## src/rtl/pulse_to_toggle_hs.sv

```systemverilog
// Per-channel pulse-to-toggle CDC encoder: 0-cycle issue latency from IDLE, next toggle only after the ack echo matches.
// Back-pressure: pulses arriving while busy queue in a CNT_W counter; an event is dropped (sticky overflow) only when that counter is full.
module pulse_to_toggle_hs #(
  parameter int NCH         = 1,
  parameter int ACTIVE_LOW  = 0,
  parameter int SYNC_STAGES = 2,
  parameter int CNT_W       = 4
) (
  input  logic           clk,
  input  logic           reset_n,
  input  logic [NCH-1:0] pulse,
  input  logic [NCH-1:0] ack_toggle,
  input  logic           clr_overflow,
  output logic [NCH-1:0] toggle,
  output logic [NCH-1:0] busy,
  output logic [NCH-1:0] overflow
);

  typedef enum logic {IDLE, WAIT} state_t;

  localparam logic [CNT_W-1:0] CNT_MAX = '1;

  for (genvar i = 0; i < NCH; i++) begin : g_ch
    logic [SYNC_STAGES-1:0] sync_q;
    state_t                 state;
    logic [CNT_W-1:0]       pending;
    logic                   toggle_q;
    logic                   overflow_q;
    logic                   det;
    logic                   match;
    logic                   have_evt;
    logic                   issue;
    logic                   drop;

    assign det      = (ACTIVE_LOW != 0) ? ~pulse[i] : pulse[i];
    assign match    = (sync_q[SYNC_STAGES-1] == toggle_q);
    assign have_evt = det | (pending != '0);
    // IDLE issues unconditionally; WAIT only once the echoed toggle has caught up
    assign issue    = have_evt & ((state == IDLE) | match);
    assign drop     = det & ~issue & (pending == CNT_MAX);

    always_ff @(posedge clk or negedge reset_n) begin
      if (!reset_n) begin
        sync_q     <= '0;
        state      <= IDLE;
        pending    <= '0;
        toggle_q   <= 1'b0;
        overflow_q <= 1'b0;
      end else begin
        sync_q <= {sync_q[SYNC_STAGES-2:0], ack_toggle[i]};

        if (issue) begin
          toggle_q <= ~toggle_q;
          state    <= WAIT;
          // a queued event is served first; a same-cycle det takes its slot
          if ((pending != '0) && !det) begin
            pending <= pending - 1'b1;
          end
        end else begin
          if ((state == WAIT) && match) begin
            state <= IDLE;
          end
          if (det && (pending != CNT_MAX)) begin
            pending <= pending + 1'b1;
          end
        end

        if (drop) begin
          overflow_q <= 1'b1;
        end else if (clr_overflow) begin
          overflow_q <= 1'b0;
        end
      end
    end

    assign toggle[i]   = toggle_q;
    assign overflow[i] = overflow_q;
    assign busy[i]     = (state == WAIT) | (pending != '0);
  end

endmodule

```

## config.mk

```make
export PLATFORM = sky130hd
export DESIGN_NAME = pulse_to_toggle_hs
export DESIGN_NICKNAME = d
export VERILOG_FILES = /design/src/rtl/pulse_to_toggle_hs.sv
export SDC_FILE = /design/constraint.sdc
export NUM_CORES = 1
export LEC_CHECK = 0
export ABC_CLOCK_PERIOD_IN_PS = 4400
export BUFFER_PORTS_ARGS = -buffer_cell sky130_fd_sc_hd__buf_2
export CORE_AREA = 5 5 42 44
export DETAILED_ROUTE_END_ITERATION = 6
export DIE_AREA = 0 0 47 49
export GPL_ROUTABILITY_DRIVEN = 0
export PLACE_DENSITY = 0.54
export SKIP_LAST_GASP = 1
export SLEW_MARGIN = 0
export SYNTH_ARGS = -nofsm -noshare
export SYNTH_HDL_FRONTEND = slang
export SYNTH_SLANG_ARGS = --single-unit
export TNS_END_PERCENT = 1
```

## constraint.sdc

```tcl
create_clock -name clk -period 4.4 [get_ports clk]
set_input_delay 0.22 -clock clk [delete_from_list [all_inputs] [get_ports clk]]
set_output_delay 0.22 -clock clk [all_outputs]
set_load 0.005 [all_outputs]
```

-- Word-level counts from Yosys, hierarchy flattened
Cells that the tools add are included.
- bits in writable memories: 0
- memories: 0
- latch bits: 0
- flip-flop bits (word level): 9
- logic and storage cells: 36
- bits in read-only memories: 0
- bitwise logic cells: 9
- eq/ne operators: 4
- divide/modulo/power cells: 0
- reductions and logical operators: 9
- shift operators: 0
- multiply operators: 0
- add/subtract/negate cells: 2
- mux-type cells: 7
- magnitude comparators: 0
- operator list (cell ; count):
    two-way mux 4 bit ; 3
    nonzero test 2 bit ; 3
    adder 4 x 1 -> 4 bit, second input constant ; 1
    == test 4 bit, second input constant ; 1
    two-way mux 1 bit ; 4
    != test 4 bit, second input constant ; 1
    nonzero test 4 bit ; 1
    subtractor 4 x 1 -> 4 bit, second input constant ; 1
    bitwise AND 1 bit ; 3
    logical AND 1 bit ; 3
    NOT 1 bit ; 3
    bitwise OR 1 bit ; 3
    != test 2 x 1 -> 1 bit, second input constant ; 1
    AND reduction 2 bit ; 1
    == test 1 bit ; 1
    zero test 1 bit ; 1

-- Depth between registers and ports, before layout
- word-level depth: 7
- mapped depth: 9
- depth with buffers taken out: 9

-- Worst setup path after synthesis
Ideal clock, no wire load.
- path type: flip-flop to flip-flop
- start point: reg g_ch[0].pending[0]
- end point: reg g_ch[0].pending[3]
- period minus slack after synthesis: 2.545 ns
- arrival time: 2.434 ns
- cell stages (with the launch flop): 9
- slack: 1.855 ns
- required time: 4.289 ns
- buffers on the path: 0
- path through: dfrtp_1 > or4_1 > o21ai_1 > inv_1 > ha_1 > a21o_1 > a21oi_1 > mux2_2 > a222oi_1
- cells in the longest elaborated chain, start to end: 5
- elaborated cells on any way between the ends: 14
- classes of those cells: 2 x add/sub; 2 x eq/ne; 3 x mux; 2 x bitwise; 5 x reduce/logical
- ends and longest elaborated chain (what ; RTL line ; text):
    start, declared ; 26 ; logic [CNT_W-1:0] pending;
    start signal, assigned ; 57 ; pending <= pending - 1'b1;
    start signal, assigned ; 64 ; pending <= pending + 1'b1;
    nonzero test 4 bit (*) ; 37 ; assign have_evt = det | (pending != '0);
    bitwise OR 1 bit (*) ; 37 ;
    bitwise AND 1 bit (*) ; 39 ; assign issue = have_evt & ((state == IDLE) | match);
    net g_ch[0].issue ; 32 ; logic issue;
    != test 2 x 1 -> 1 bit (no line) / nonzero test 2 bit (equally long branches) ; - ;
    AND reduction 2 bit (no line) ; - ;
Mark *: on every way through the listed nets, which the timed path passes. The rest lies on a longest branch. The select of a mux whose other input is x is not followed.
A chain may end at the register's enable or synchronous reset.

-- Worst setup path after layout
Ends and elaborated chain as after synthesis.

==> flow_summary.yaml <==
global_routing:
  overflow: 0
  grt_pass1_vias: 388
  antenna_found_initial: 0
  grt_max_degree: 10
  grt_use_total_pct: 10.2
  grt_first_pass_wirelength_mm: 1.70
setup_path:
  worstSetupPathType: "register to register"
  start_kind: "register"
  worst_ep_arrival_time_ns: 2.94
  required_ns: 4.54
  worstPathMaxFanout: 6
  cp-end-kind: "register"
layout:
  stdcell_area_um2: 582
  area_growth_pct: 18.6
  drive_gt1_share_pct: 21.1
  nets: 66
  n_antenna_cell: 0
  fin_util_pct: 41.5
  stdcell_count: 73
place:
  dp_hpwl_um: 804
  place.port_buffers: 7
  dp_cells: 68
  post_dp_cell_area_um2: 546
  pre_cts_ws_ns: 1.54
clock_network:
  numCtsBuffers: 3
  path_clk_slew_ns: 0.06
  cts_tree: "done"
  clock_latency_ns: 0.26
  cts.htree.levels: 1
  cts-root-buf: "clkbuf_4"
  clockBufferDepth: 2
  cts_sinks: 9
die:
  dieArea_um2: 2300
  ios: 8
  initial_core_util_pct: 35.0
  coreArea_um2: 1400
  fp.dieH_um: 49
  core.rowCount: 14
  fp.dieW_um: 47
timing:
  slew_viol_final: 0
  rsz0062_at_grt: "false"
  fin_skew_ns: 0.00492
  min_period_over_period_pct: 63.7
  fin_hold_ws_ns: 0.0629
  tightest_slew_ns: 0.671
  setup-tns-final_ns: 0
  setup_viol: 0
  fin_ws_ns: 1.60
  slew_headroom_pct: 54.8
  fin_crit_ns: 2.80
  hold_viol: 0
  fmax_mhz: 357
route:
  drt-initial-drc-count: 10
  avgViaCountPerCell: 5.26
  drc: 0
  wl_per_cell_um: 13.9
  vias: 384
  drt_wl_total_mm: 1.02
  postRouteAntennaNets: 0
  drtPass1Iterations: 4
synthesis:
  syn-mean-instance-area_um2: 10.9
  yosys_warnings: 0
  yosysSeqAreaShare_pct: 45.9
  synth_area_um2: 490
  synth_cell_type_count: 25
  syn-num-nets: 53
  ys_ff_latch: 9
  syn-instance-count: 45
power:
  peakVddDrop_mv: 0.339
  p_leak_nw: 0.263
  power_uw: 448
  powerDensity_nw_per_um2: 770
run:
  maxCapViolCount: 0
status:
  status: "completed"
min_path:
  hold_path.class: "input pin to register"
[logic make-up after synthesis]
family	after synthesis	synth area share, %
fa+ha+maj	3	9.18
mux	2	4.34
simple gates	11	13.5
flops	9	45.9
buf+inv	5	3.83
compound gates	11	14.5
xor+xnor	4	8.68
[registers in the layout, indices dropped and copies added, names as in the netlist]
name	count
g_ch.sync_q	2
overflow	1
g_ch.pending	4
toggle	1
g_ch.state	1
[layout by cell type (no fill, tap or decap), drive strengths merged]
cell / n
nand2: 2
nor4: 1
fa: 1
inv: 5
or3: 1
buf: 7
mux2: 1
mux2i: 1
and4: 1
a21o: 1
ha: 2
clkbuf: 4
o311a: 1
dfrtp: 9
dlygate4sd3: 1
nand4: 2
xor2: 2
nand3: 1
o21ai: 2
a21oi: 5
a222oi: 1
and2: 1
or4: 1
xnor2: 2
o32ai: 1
nand2b: 1
[power breakdown]
part           internal [mW]  switching [mW]
clock network         0.0349          0.0289
registers              0.113          0.0364
logic                  0.114           0.121
[cell usage after synthesis, drive strengths merged]
cell type	number	area (µm²)
ha	2	25.0
nand4	2	12.5
o21ai	2	10.0
nand2b	1	6.26
dfrtp	9	225
o32ai	1	8.76
mux2	1	11.3
o311a	1	10.0
or4	1	7.51
and2	1	6.26
a222oi	1	10.0
xor2	2	25.0
nand2	2	7.51
fa	1	20.0
mux2i	1	10.0
a21o	1	7.51
a21oi	5	25.0
nor4	1	6.26
inv	5	18.8
nand3	1	5.00
and4	1	8.76
xnor2	2	17.5
or3	1	6.26
[metal layers]
metal | track usage, % | routed length [µm] | up-vias
met5 | 0 | 0 | -
met4 | 2.76 | 14 | 0
met3 | 2.21 | 38 | 2
met2 | 16.1 | 496 | 11
met1 | 13.5 | 468 | 182
li1 | - | - | 189
[worst paths after layout]
path / slack (ns) / cells past startpoint / startpoint / to
setup / recovery: 1.60 / 8 / g_ch[0].pending[0] / g_ch[0].pending[3]
hold / removal: 0.06 / 1 / ack_toggle / g_ch[0].sync_q[0]
max in group asynchronous: 3.88 / 2 / reset_n / g_ch[0].pending[2]
hold reg to reg: 0.35 / 0 / g_ch[0].sync_q[0] / g_ch[0].sync_q[1]
min in group asynchronous: 0.33 / 2 / reset_n / toggle
setup reg to reg: 1.60 / 8 / g_ch[0].pending[0] / g_ch[0].pending[3]
[repair_timing]
action,4_1_cts,5_1_grt
setup buffers,0,0
resized for setup,0,0
hold buffers,1,0
hold endpoints to repair,9,0
[critical path: stages, from the launching register on]
cell,delay [ns]
dfrtp_1,0.44
or4_1,0.55
o21ai_1,0.31
inv_1,0.11
ha_1,0.28
a21o_1,0.17
a21oi_1,0.23
mux2_2,0.36
a222oi_1,0.23
[cell type report]
type                       count  area (µm²)
inverter                       5        18.8
clock buffer                   4        26.3
sequential                     9         225
fill                         155         820
timing repair buffer           8        45.0
multi-input combinational     31         246
tap                           16        20.0
Note: power is estimated with default switching activity, not from simulation.
